$ cat src/rtl/lin_pkg.sv
// Shared types and helpers for the LIN slave responder: FSM state
// encoding, the sync byte value, PID parity and the LIN checksum add.
package lin_pkg;

  typedef enum logic [2:0] {
    ST_IDLE,
    ST_BREAK,
    ST_DELIM,
    ST_SYNC,
    ST_PID,
    ST_SPACE,
    ST_TX_BYTE,
    ST_TX_CKSUM
  } lin_state_e;

  localparam logic [7:0] SYNC_BYTE          = 8'h55;
  // Bit-counter value meaning "waiting for the start-bit falling edge".
  localparam logic [3:0] RX_WAIT_START      = 4'hF;
  localparam int         DELIM_TIMEOUT_BITS = 4;

  // Returns {P1, P0} for a 6-bit frame ID.
  function automatic logic [1:0] pid_parity(input logic [5:0] id);
    pid_parity = {~(id[1] ^ id[3] ^ id[4] ^ id[5]), id[0] ^ id[1] ^ id[2] ^ id[4]};
  endfunction

  // 8-bit add with the carry wrapped back into the LSB.
  function automatic logic [7:0] cksum_add(input logic [7:0] a, input logic [7:0] b);
    logic [8:0] s;
    s = {1'b0, a} + {1'b0, b};
    cksum_add = s[7:0] + {7'd0, s[8]};
  endfunction

endpackage

$ cat src/rtl/lin_slave_responder_bit_timer.sv
// Bit-time down-counter shared by header reception and response
// transmission. restart_i makes the following cycle the first cycle of a
// new bit; mid_tick_o marks the sample point, end_tick_o the last cycle.
module lin_bit_timer #(
  parameter int CLK_DIV = 16
) (
  input  logic clk,
  input  logic rst,
  input  logic restart_i,
  output logic mid_tick_o,
  output logic end_tick_o
);

  localparam int TW = $clog2(CLK_DIV) + 1;

  logic [TW-1:0] cnt_q, cnt_d;

  // Reload on restart or terminal count, otherwise count down.
  always_comb begin
    cnt_d = cnt_q - 1'b1;
    if (restart_i || (cnt_q == '0)) cnt_d = TW'(CLK_DIV - 1);
  end

  // Counter register.
  always_ff @(posedge clk) begin
    if (rst) cnt_q <= TW'(CLK_DIV - 1);
    else     cnt_q <= cnt_d;
  end

  assign mid_tick_o = (cnt_q == TW'(CLK_DIV - 1 - CLK_DIV / 2));
  assign end_tick_o = (cnt_q == '0);

endmodule

$ cat src/rtl/lin_slave_responder.sv
// LIN slave responder: receives break/sync/PID, checks parity and, when the
// PID matches the armed slot, sends the data bytes and checksum with
// readback checking. Define LIN_ENHANCED_CKSUM_EN to seed the checksum with
// the PID byte (enhanced checksum); default is the classic checksum.
//
// state       | meaning
// IDLE        | bus idle, waiting for a dominant level
// BREAK       | counting dominant cycles of a candidate break
// DELIM       | break qualified, waiting for the sync start edge
// SYNC        | receiving the sync byte
// PID         | waiting for / receiving the PID byte
// SPACE       | recessive gap before the response
// TX_BYTE     | transmitting response data bytes
// TX_CKSUM    | transmitting the checksum byte
module lin_slave_responder
  import lin_pkg::*;
#(
  parameter int CLK_DIV         = 16,
  parameter int BREAK_MIN_BITS  = 11,
  parameter int MAX_BYTES       = 8,
  parameter int RESP_SPACE_BITS = 1
) (
  input  logic                   clk,
  input  logic                   rst,
  input  logic                   lin_rx,
  output logic                   lin_tx,
  output logic                   lin_de,
  input  logic                   resp_en,
  input  logic [5:0]             resp_id,
  input  logic [3:0]             resp_len,
  input  logic [8*MAX_BYTES-1:0] resp_data,
  output logic                   hdr_valid,
  output logic [5:0]             hdr_id,
  output logic                   resp_done,
  output logic [3:0]             err,
  output logic                   busy
);

  localparam int BRK_CYC = BREAK_MIN_BITS * CLK_DIV;
  localparam int BW      = $clog2(BRK_CYC + 1);

  lin_state_e             state_q;
  logic [BW-1:0]          brk_cnt_q;
  logic [3:0]             bit_cnt_q;
  logic [7:0]             shift_q;
  logic [7:0]             tx_sh_q;
  logic [7:0]             cksum_q;
  logic [3:0]             bytes_left_q;
  logic [8*MAX_BYTES-1:0] data_sh_q;
  logic                   rx_prev_q;
  logic                   lin_tx_q, lin_de_q, hdr_valid_q, resp_done_q;
  logic [5:0]             hdr_id_q;
  logic [3:0]             err_q;

  logic fall, restart, mid_tick, end_tick;

  lin_bit_timer #(.CLK_DIV(CLK_DIV)) u_timer (
    .clk       (clk),
    .rst       (rst),
    .restart_i (restart),
    .mid_tick_o(mid_tick),
    .end_tick_o(end_tick)
  );

  // Re-align the bit timer on entry to DELIM, on a start edge and on a glitch.
  always_comb begin
    fall    = rx_prev_q & ~lin_rx;
    restart = 1'b0;
    case (state_q)
      ST_BREAK: restart = lin_rx;
      ST_DELIM: restart = fall;
      ST_SYNC, ST_PID:
        restart = ((bit_cnt_q == RX_WAIT_START) && fall) ||
                  (mid_tick && (bit_cnt_q == 4'd0) && lin_rx);
      default: restart = 1'b0;
    endcase
  end

  // Header reception / response transmission FSM with registered outputs.
  always_ff @(posedge clk) begin
    if (rst) begin
      state_q      <= ST_IDLE;
      brk_cnt_q    <= '0;
      bit_cnt_q    <= 4'd0;
      shift_q      <= 8'h00;
      tx_sh_q      <= 8'h00;
      cksum_q      <= 8'h00;
      bytes_left_q <= 4'd0;
      data_sh_q    <= '0;
      rx_prev_q    <= 1'b1;
      lin_tx_q     <= 1'b1;
      lin_de_q     <= 1'b0;
      hdr_valid_q  <= 1'b0;
      hdr_id_q     <= 6'd0;
      resp_done_q  <= 1'b0;
      err_q        <= 4'd0;
    end else begin
      rx_prev_q   <= lin_rx;
      hdr_valid_q <= 1'b0;
      resp_done_q <= 1'b0;
      case (state_q)
        ST_IDLE: begin
          if (!lin_rx) begin
            state_q   <= ST_BREAK;
            brk_cnt_q <= BW'(1);
          end
        end
        ST_BREAK: begin
          if (!lin_rx) begin
            if (brk_cnt_q != BW'(BRK_CYC)) brk_cnt_q <= brk_cnt_q + 1'b1;
          end else if (brk_cnt_q >= BW'(BRK_CYC)) begin
            state_q   <= ST_DELIM;
            bit_cnt_q <= 4'd0;
          end else begin
            state_q <= ST_IDLE;
          end
        end
        ST_DELIM: begin
          if (fall) begin
            state_q   <= ST_SYNC;
            bit_cnt_q <= 4'd0;
          end else if (end_tick) begin
            if (bit_cnt_q == 4'(DELIM_TIMEOUT_BITS - 1)) begin
              err_q[0] <= 1'b1;
              state_q  <= ST_IDLE;
            end else begin
              bit_cnt_q <= bit_cnt_q + 4'd1;
            end
          end
        end
        ST_SYNC, ST_PID: begin
          if (bit_cnt_q == RX_WAIT_START) begin
            if (fall) bit_cnt_q <= 4'd0;
          end else if (mid_tick) begin
            if (bit_cnt_q == 4'd0) begin
              if (lin_rx) state_q <= ST_DELIM;
              else        bit_cnt_q <= 4'd1;
            end else if (bit_cnt_q <= 4'd8) begin
              shift_q   <= {lin_rx, shift_q[7:1]};
              bit_cnt_q <= bit_cnt_q + 4'd1;
            end else if (!lin_rx) begin
              err_q[0] <= 1'b1;
              state_q  <= ST_IDLE;
            end else if (state_q == ST_SYNC) begin
              if (shift_q != SYNC_BYTE) begin
                err_q[1] <= 1'b1;
                state_q  <= ST_IDLE;
              end else begin
                state_q   <= ST_PID;
                bit_cnt_q <= RX_WAIT_START;
              end
            end else if (pid_parity(shift_q[5:0]) != shift_q[7:6]) begin
              err_q[2] <= 1'b1;
              state_q  <= ST_IDLE;
            end else begin
              hdr_valid_q  <= 1'b1;
              hdr_id_q     <= shift_q[5:0];
              data_sh_q    <= resp_data;
              bytes_left_q <= (resp_len > 4'(MAX_BYTES)) ? 4'(MAX_BYTES) : resp_len;
`ifdef LIN_ENHANCED_CKSUM_EN
              cksum_q      <= shift_q;
`else
              cksum_q      <= 8'h00;
`endif
              bit_cnt_q    <= 4'd0;
              if (resp_en && (resp_id == shift_q[5:0]) && (resp_len != 4'd0))
                state_q <= ST_SPACE;
              else
                state_q <= ST_IDLE;
            end
          end
        end
        // First end tick closes the PID stop bit, then the space bits follow.
        ST_SPACE: begin
          if (end_tick) begin
            if (bit_cnt_q == 4'(RESP_SPACE_BITS)) begin
              tx_sh_q      <= data_sh_q[7:0];
              data_sh_q    <= data_sh_q >> 8;
              cksum_q      <= cksum_add(cksum_q, data_sh_q[7:0]);
              bytes_left_q <= bytes_left_q - 4'd1;
              lin_tx_q     <= 1'b0;
              lin_de_q     <= 1'b1;
              bit_cnt_q    <= 4'd0;
              state_q      <= ST_TX_BYTE;
            end else begin
              bit_cnt_q <= bit_cnt_q + 4'd1;
            end
          end
        end
        ST_TX_BYTE, ST_TX_CKSUM: begin
          if (mid_tick && (lin_rx != lin_tx_q)) begin
            err_q[3] <= 1'b1;
            lin_tx_q <= 1'b1;
            lin_de_q <= 1'b0;
            state_q  <= ST_IDLE;
          end else if (end_tick) begin
            if (bit_cnt_q < 4'd8) begin
              lin_tx_q  <= tx_sh_q[0];
              tx_sh_q   <= {1'b0, tx_sh_q[7:1]};
              bit_cnt_q <= bit_cnt_q + 4'd1;
            end else if (bit_cnt_q == 4'd8) begin
              lin_tx_q  <= 1'b1;
              bit_cnt_q <= 4'd9;
            end else if ((state_q == ST_TX_BYTE) && (bytes_left_q != 4'd0)) begin
              tx_sh_q      <= data_sh_q[7:0];
              data_sh_q    <= data_sh_q >> 8;
              cksum_q      <= cksum_add(cksum_q, data_sh_q[7:0]);
              bytes_left_q <= bytes_left_q - 4'd1;
              lin_tx_q     <= 1'b0;
              bit_cnt_q    <= 4'd0;
            end else if (state_q == ST_TX_BYTE) begin
              tx_sh_q   <= ~cksum_q;
              lin_tx_q  <= 1'b0;
              bit_cnt_q <= 4'd0;
              state_q   <= ST_TX_CKSUM;
            end else begin
              lin_de_q    <= 1'b0;
              resp_done_q <= 1'b1;
              state_q     <= ST_IDLE;
            end
          end
        end
        default: state_q <= ST_IDLE;
      endcase
    end
  end

  assign lin_tx    = lin_tx_q;
  assign lin_de    = lin_de_q;
  assign hdr_valid = hdr_valid_q;
  assign hdr_id    = hdr_id_q;
  assign resp_done = resp_done_q;
  assign err       = err_q;
  assign busy      = (state_q != ST_IDLE);

endmodule

$ cat config.mk
export PLATFORM = sky130hd
export DESIGN_NAME = lin_slave_responder
export DESIGN_NICKNAME = d
export VERILOG_FILES = /design/src/rtl/lin_pkg.sv /design/src/rtl/lin_slave_responder_bit_timer.sv /design/src/rtl/lin_slave_responder.sv
export SDC_FILE = /design/constraint.sdc
export NUM_CORES = 1
export LEC_CHECK = 0
export BUFFER_PORTS_ARGS = -buffer_cell sky130_fd_sc_hd__buf_2
export CORE_UTILIZATION = 60
export CTS_BUF_LIST = sky130_fd_sc_hd__clkbuf_8
export CTS_CLUSTER_SIZE = 25
export DETAILED_ROUTE_END_ITERATION = 16
export PLACE_DENSITY = 0.83
export SLEW_MARGIN = 20
export SYNTH_ARGS = -nofsm -noshare
export SYNTH_HDL_FRONTEND = slang
export SYNTH_SLANG_ARGS = --single-unit
export TNS_END_PERCENT = 50
$ cat constraint.sdc
create_clock -name clk -period 3.2 [get_ports clk]
set_input_delay 0.32 -clock clk [delete_from_list [all_inputs] [get_ports clk]]
set_output_delay 0.32 -clock clk [all_outputs]
set_load 0.01 [all_outputs]
==> results.md, run 1 <==
* Clock transition at the registers of the reported paths at 0.08 ns
* Required @ worst endpoint at about 3.5 ns
* Final number of hold-violating endpoints at 0
* Leak at around 3.0 nW
* Worst hold path type: input port to register
* Seq cells post-synth at approximately 130
* Total of max-cap violations at 0
* Clk root buf: clkbuf_8
* HPWL Detailed at 10.89 mm
* Final Util at 0.7087
* Total negative slack at 0 ns
* Via count at about 6300
* Starting Density at 0.6207
* Most common cell after layout, fill and taps aside: nand2_1
* Final period utilization at 0.8930
* Area grow syn2layout at 14.18%
* GR met3 Demand/Resource at 0.07535
* Worst Path Arrival at approximately 3.2 ns
* Synth Flop Type: dfxtp_1
* Die width at 108.4 um
* YS warnings at 0
* GRT Overall Usage at 0.2872
* Post-route ant nets at 0
* Vias/cell at between 5 and 6
* # nets final at 1033
* Starting DRC count in detailed routing at about 550
* Distinct cells, synth at 64
* Sequential share of the synthesized area at 0.3746
* Async set or reset register ratio after synthesis at 0
* Worst VDD drop at 0.3797 mV
* EDFF count, synth at 0
* Crit start category: register
* Crit. End Element: register
* # diodes at 0
* CTS Buf Count at 17
* Gr busiest metal: met2
* Most frequent cells in the layout: 159 x nand2_1, 127 x dfxtp_1, 121 x nor2_1, 91 x buf_2, 59 x a311oi_1
* Crit-path max FO at 3
* Syn nets at around 970
* Hold-fix buffers, CTS at 0
* I/O pins at 93
* Global route overflow at 0
* Die Ht at 108.4 um
* Synthesized area at 6788 um^2
* Met2 Usage GRT at 0.4431
* DRC at 0
* Pin count of the biggest net entering global routing at 73
* WL/cell at 14.85 um
* Status: finished, final reports clean
* Avg Synthesized Cell Area at 7.802 um^2
* Worst Max-Slew Pin Slew at 0.8268 ns
* IO buf count at 92
* Final Cell Area at 7750 um^2
* RSZ-0062 raised after global routing: no
* Num rows at 38
* Core Area at 10940 um^2
* Pre-Repair DR Iteration Count at 5
* Area post-placement at 7365 um^2
* # placed instances at 1055
* Power per cell area at ~660 nW/um^2
* Post-Route WL at 16.13 mm
* Final GP Congestion at 0.9855
* Clk sinks at 127
* Syn Inst Count at 870
* Clk_lat worst skew at 0.45 ns
* First-pass GRT wire length at 26.71 mm
* TritonCTS clock tree: yes
* Initial antenna violation count at 0
* Non-filler instance count after layout at 1086
* FF-to-FF path depth at 14
* Slew Viols, Final at 0
* Vias in the first global route at 5730
* Die area at between 10000 and 15000 um^2
* Share of layout cells above drive strength 1 at 0.1649
* Crit Path Category: register to register
* Skew final at 0.008195 ns
* Post-CTS sizing at 0
* Clock buffer depth at 2
* Post-CTS Setup Repair Bufs at 0
* Min-Delay Path Depth at 3
* Setup violators final at 0
* Worst rel slew slack at 0.4476
* H-tree Lvls at 4
* Max Fclk at 0.3499 GHz
* GR Util met1 at 0.3883
* Tmin final at 2.858 ns
[sequential cells by signal, summed over array words and instances, names as in the netlist]
register and cells:
state_q 3, u_timer.cnt_q 5, shift_q 8, cksum_q 8, err 4, tx_sh_q 8
lin_de 1, data_sh_q 64, hdr_id 6, rx_prev_q 1, brk_cnt_q 8, lin_tx 1
resp_done 1, hdr_valid 1, bytes_left_q 4, bit_cnt_q 4
[power by group]
part	switching [W]	internal [W]
registers	0.000214	0.00188
logic	0.00100	0.000636
clock network	0.000635	0.000719
[critical path, cell delays in order, from the launching register on]
cell and delay (ns):
dfxtp_1 0.36, ha_1 0.18, inv_1 0.06, fa_1 0.39, nor2b_1 0.18, o211ai_1 0.15
a21oi_1 0.18, o21ai_0 0.10, nand2b_1 0.08, ha_1 0.16, nand3_1 0.11, nand3b_1 0.22
nor3_1 0.25, xnor2_1 0.09, o41ai_1 0.25
[final cells by class]
| type | instances | area, um^2 |
|---|---|---|
| fillers | 926 | 3186 |
| well taps | 140 | 175.2 |
| clock buffers | 19 | 261.5 |
| repair buffers | 112 | 663.1 |
| inverters | 19 | 71.32 |
| multi-input cells | 657 | 3916 |
| flip-flops and latches | 127 | 2542 |
| clock inverters | 12 | 120.1 |
[layer usage]
metal | wire length [um] | vias up | share of wire
met5 | 0 | - | 0
met4 | 261 | 0 | 0.016
met3 | 1044 | 26 | 0.065
met2 | 7371 | 208 | 0.46
met1 | 7454 | 2881 | 0.46
li1 | - | 3206 | -
[path summary, 6_finish.rpt]
kind / startpoint / slack [ns] / endpoint
max: data_sh_q[0]$_SDFFE_PP0P_ / 0.34 / cksum_q[7]$_SDFFE_PP0P_
min: resp_data[62] / 0.12 / data_sh_q[62]$_SDFFE_PP0P_
max reg2reg: data_sh_q[0]$_SDFFE_PP0P_ / 0.34 / cksum_q[7]$_SDFFE_PP0P_
min reg2reg: u_timer.cnt_q[0]$_SDFF_PP1_ / 0.42 / u_timer.cnt_q[0]$_SDFF_PP1_
[synth_stat cells (3+ instances only)]
cell	count	share of area
nand2_1	159	0.088
dfxtp_1	127	0.37
nor2_1	121	0.067
a311oi_1	59	0.076
clkbuf_1	47	0.026
a21oi_1	45	0.033
nand3_1	31	0.023
o21ai_0	28	0.021
mux2i_1	24	0.035
ha_1	20	0.037
xnor2_1	19	0.025
inv_1	18	0.010
buf_2	17	0.013
nor3_1	12	0.0088
xor2_1	12	0.015
nand4_1	11	0.010
a31oi_1	10	0.0092
nand2b_1	7	0.0065
a211oi_1	6	0.0066
nand3b_1	6	0.0066
nor3b_1	6	0.0066
and2_1	5	0.0046
and3_1	5	0.0046
nor4_1	5	0.0046
or2_2	5	0.0046
a22oi_1	4	0.0044
nor2b_1	4	0.0037
o211ai_1	4	0.0044
a21o_1	3	0.0033
nand4b_1	3	0.0039
o21a_1	3	0.0033
o21ai_1	3	0.0022
o21bai_1	3	0.0033
[metrics by stage]
step	total power [W]	setup WS (ns)	hold WS, ns
3_3_place_gp	0.003696	0.5449	0.4005
3_5_place_dp	0.003728	0.3367	0.4143
5_1_grt	0.005406	0.04272	0.1159
6_report	0.005089	0.3423	0.1180
2_1_floorplan	0.003278	0.6677	0.3880
4_1_cts	0.005091	0.3682	0.09172
[cell families after synthesis]
kind of cell,synth area share
and+or+nand+nor,0.2577
AOI/OAI and AO/OA,0.1974
DFF,0.3746
buffers and inverters,0.05179
xor gates and xnor gates,0.04332
muxes,0.03539
adders and majority gates,0.03982
No activity file was read; power rests on OpenSTA's default activity.
==> run 2, diff against run 1 <==
--- a/config.mk
+++ b/config.mk
@@ -5,12 +5,13 @@
 export SDC_FILE = /design/constraint.sdc
 export NUM_CORES = 1
 export LEC_CHECK = 0
+export ABC_AREA = 1
 export BUFFER_PORTS_ARGS = -buffer_cell sky130_fd_sc_hd__buf_2
 export CORE_UTILIZATION = 60
 export CTS_BUF_LIST = sky130_fd_sc_hd__clkbuf_8
 export CTS_CLUSTER_SIZE = 25
 export DETAILED_ROUTE_END_ITERATION = 16
-export PLACE_DENSITY = 0.83
+export PLACE_DENSITY = 0.82
 export SLEW_MARGIN = 20
 export SYNTH_ARGS = -nofsm -noshare
 export SYNTH_HDL_FRONTEND = slang
==> run 2 against run 1 <==
- the run now ends with design-rule violations left
- maximum frequency is 1.0% higher
- via count is 14% higher
- area after synthesis is 5.4% higher
- register-to-register slack better by 0.03 ns
- routed wire length is 7.8% higher
- combinational power is 83% lower
- critical path depth is 4 higher
- cell count is 24% higher
- utilization is 0.42 points lower
- clock power is 20% higher
- worst hold slack better by 0.012 ns
- critical path type unchanged
- largest cell class unchanged
==> results.md, run 2 <==
* Yosys top cell by area: dfxtp_1
* Flop pwr share at 0.460
* Clk sinks at 127
* # placed instances at 1310
* Global route overflow at 0
* Setup violators final at 0
* Distinct cells, synth at 36
* Core Area at 11520 um^2
* H-tree Lvls at 4
* CP Buf/Inv Count at 2
* CTS Buf Count at 17
* Min Hold Slack at roughly 0.13 ns
* Num rows at 39
* Crit start category: register
* Final period utilization at 0.8838
* Clk_lat worst skew at about 0.45 ns
* Syn Inst Count at 1113
* Non-filler instance count after layout at 1342
* HPWL Detailed at 12.48 mm
* RSZ-0062 raised after global routing: no
* Post-CTS sizing at 0
* FF-to-FF path depth at 18
* Via count at 7192
* Most frequent cell after synthesis: nand2_1
* Min-Delay Path Depth at 3
* Combinational share of power at 0.077
* Pin count of the biggest net entering global routing at between 70 and 80
* Worst rel slew slack at 0.5506
* Syn nets at 1212
* Number of flip-flops in the largest register at 64
* Leak at 3.747 nW
* Seq cells post-synth at 127
* Share of layout cells above drive strength 1 at 0.1276
* Die area at 12360 um^2
* Internal power component at 0.002634 W
* Sequential share of the synthesized area at 0.3554
* Total of max-cap violations at 0
* Crit Path Category: register to register
* Worst Hold End: data_sh_q[59]$_SDFFE_PP0P_
* Tmin final at 2.828 ns
* Post-Route WL at 17.39 mm
* Total negative slack at 0 ns
* Post-route ant nets at 0
* Die width at 111.2 um
* Most frequent cells in the layout: 270 x nand2_1, 151 x inv_1, 144 x o21ai_0, 127 x dfxtp_1, 104 x a21oi_1
* Die Ht at between 100 and 150 um
* Worst Max-Slew Pin Slew at approximately 0.67 ns
* GRT Overall Usage at 0.2897
* Crit-path max FO at 3
* Max Fclk at 0.3536 GHz
* Required @ worst endpoint at 3.51 ns
* I/O pins at 93
* Final number of hold-violating endpoints at 0
* Sw Ratio at 0.2491
* Crit. End Element: register
* Starting Density at 0.6211
* Most common cell after layout, fill and taps aside: nand2_1
* Worst VDD drop at 0.3445 mV
* Hold-fix buffers, CTS at 0
* Starting DRC count in detailed routing at slightly below 500
* Synth Flop Type: dfxtp_1
* Final GP Congestion at 1.003
* EDFF count, synth at 0
* Flop-to-flop setup slack at 0.37 ns
* Slew Viols, Final at 0
* Worst path top cell family by delay: simple AND/OR/NAND/NOR gates
* Vias in the first global route at 6358
* Post-synth top area share at 0.3554
* DRC at 2
* Post-CTS Setup Repair Bufs at 0
* Worst Path Arrival at 3.14 ns
* Power per cell area at 432.4 nW/um^2
* Crit-path slowest cell: fa_1
* Worst r2r dst: cksum_q[7]$_SDFFE_PP0P_
* NetSw at approximately 0.00087 W
* Clock transition at the registers of the reported paths at 0.08 ns
* # nets final at 1285
* Largest stage delay on the critical path at 0.39 ns
* Most frequent cells after synthesis: 270 x nand2_1, 153 x inv_1, 144 x o21ai_0
* Failing checks: design-rule violations
* Skew final at about 0.012 ns
* Worst hold start: resp_data[59]
* Main area contributors after synthesis: dfxtp_1 36%, nand2_1 14%, o21ai_0 10%, inv_1 8.0%, a21oi_1 7.3%
* IO buf count at 92
* Initial antenna violation count at 0
* Status: finished with violations
* Async set or reset register ratio after synthesis at 0
* Avg Synthesized Cell Area at 6.427 um^2
* # diodes at 0
* Worst hold path type: input port to register
* Vias/cell at ~5.4
* Synthesized area at 7153 um^2
* Pre-Repair DR Iteration Count at 11
* WL/cell at ~13 um
* Crit path top cell by count: nand2_1
* YS warnings at 0
* RR Startpoint: cksum_q[0]$_SDFFE_PP0P_
* Area grow syn2layout at 13.42%
* Clk root buf: clkbuf_8
* Top reg by flops: data_sh_q
* Crit path cell chain: ha_1 -> inv_1 -> fa_1 -> inv_1 -> nand2_1 -> nand3_1 -> a21oi_1 -> o21bai_1 -> ha_1 -> nand2_1 -> nor2_1 -> nand3_1 -> nor2_1 -> nand3_1 -> nand2_1 -> nand2_1 -> nand2_1 -> a21oi_1
* Clock share of power at 0.463
* First-pass GRT wire length at 29.24 mm
* Clock buffer depth at 2
* TritonCTS clock tree: yes
-- run 2: worst max path at each step --
stage / from / to / slack, ns / depth (start not counted)
finish: cksum_q[0]$_SDFFE_PP0P_ / cksum_q[7]$_SDFFE_PP0P_ / 0.37 / 18
global route: cksum_q[0]$_SDFFE_PP0P_ / cksum_q[7]$_SDFFE_PP0P_ / 0.07 / 18
CTS: cksum_q[0]$_SDFFE_PP0P_ / cksum_q[7]$_SDFFE_PP0P_ / 0.37 / 18
detailed placement: cksum_q[0]$_SDFFE_PP0P_ / cksum_q[7]$_SDFFE_PP0P_ / 0.41 / 18
global placement: cksum_q[0]$_SDFFE_PP0P_ / cksum_q[5]$_SDFFE_PP0P_ / 0.47 / 18
floorplan: data_sh_q[0]$_SDFFE_PP0P_ / cksum_q[7]$_SDFFE_PP0P_ / 0.89 / 18
-- run 2: power by group through the flow --
| stage | Clock, W | Combinational [W] | Sequential [W] |
|---|---|---|---|
| after floorplan | 0 | 0.000176 | 0.00164 |
| after global placement | 0 | 0.000265 | 0.00165 |
| after detailed placement | 0 | 0.000269 | 0.00165 |
| after CTS | 0.00164 | 0.000270 | 0.00161 |
| after global routing | 0.00172 | 0.000312 | 0.00161 |
| final | 0.00162 | 0.000272 | 0.00161 |
-- run 2: kinds of logic after synthesis --
| group | after synthesis | share of synthesized area |
|---|---|---|
| buf+inv | 208 | 0.1172 |
| fa+ha+maj | 21 | 0.03778 |
| flops | 127 | 0.3554 |
| compound gates | 277 | 0.2033 |
| simple gates | 469 | 0.2729 |
| xor+xnor | 11 | 0.01347 |
-- run 2: metal layers --
| metal | vias to the layer above | track usage | wire (um) |
|---|---|---|---|
| met3 | 32 | 0.06506 | 1118 |
| met4 | 0 | 0.1090 | 312 |
| met5 | - | 0 | 0 |
| li1 | 3738 | - | - |
| met1 | 3190 | 0.3840 | 8029 |
| met2 | 232 | 0.4592 | 7925 |
-- run 2: tightest hold or removal path: stages --
cell     delay, ns
buf_2         0.09
nand3_1       0.07
a21oi_1       0.06
-- run 2: area by class of cell --
type / instances / area (um^2)
clock buffer: 17 / 234.0
sequential: 127 / 2542
multi-input combinational: 778 / 3772
clock inverter: 15 / 229.0
timing repair buffer: 104 / 563.0
inverter: 158 / 593.1
tap: 143 / 178.9
fill: 1026 / 3403
-- run 2: metrics by stage --
stage                     total power (W)    util  worst slack, ns  cell area (um^2)
after floorplan                  0.001818       -           0.8924              7153
after global placement           0.001913  0.6643           0.4705              7650
after detailed placement         0.001917  0.6643           0.4067              7650
after CTS                        0.003522  0.7045           0.3738              8113
after global routing             0.003648  0.7045          0.07304              8113
final                            0.003508  0.7045           0.3718              8113
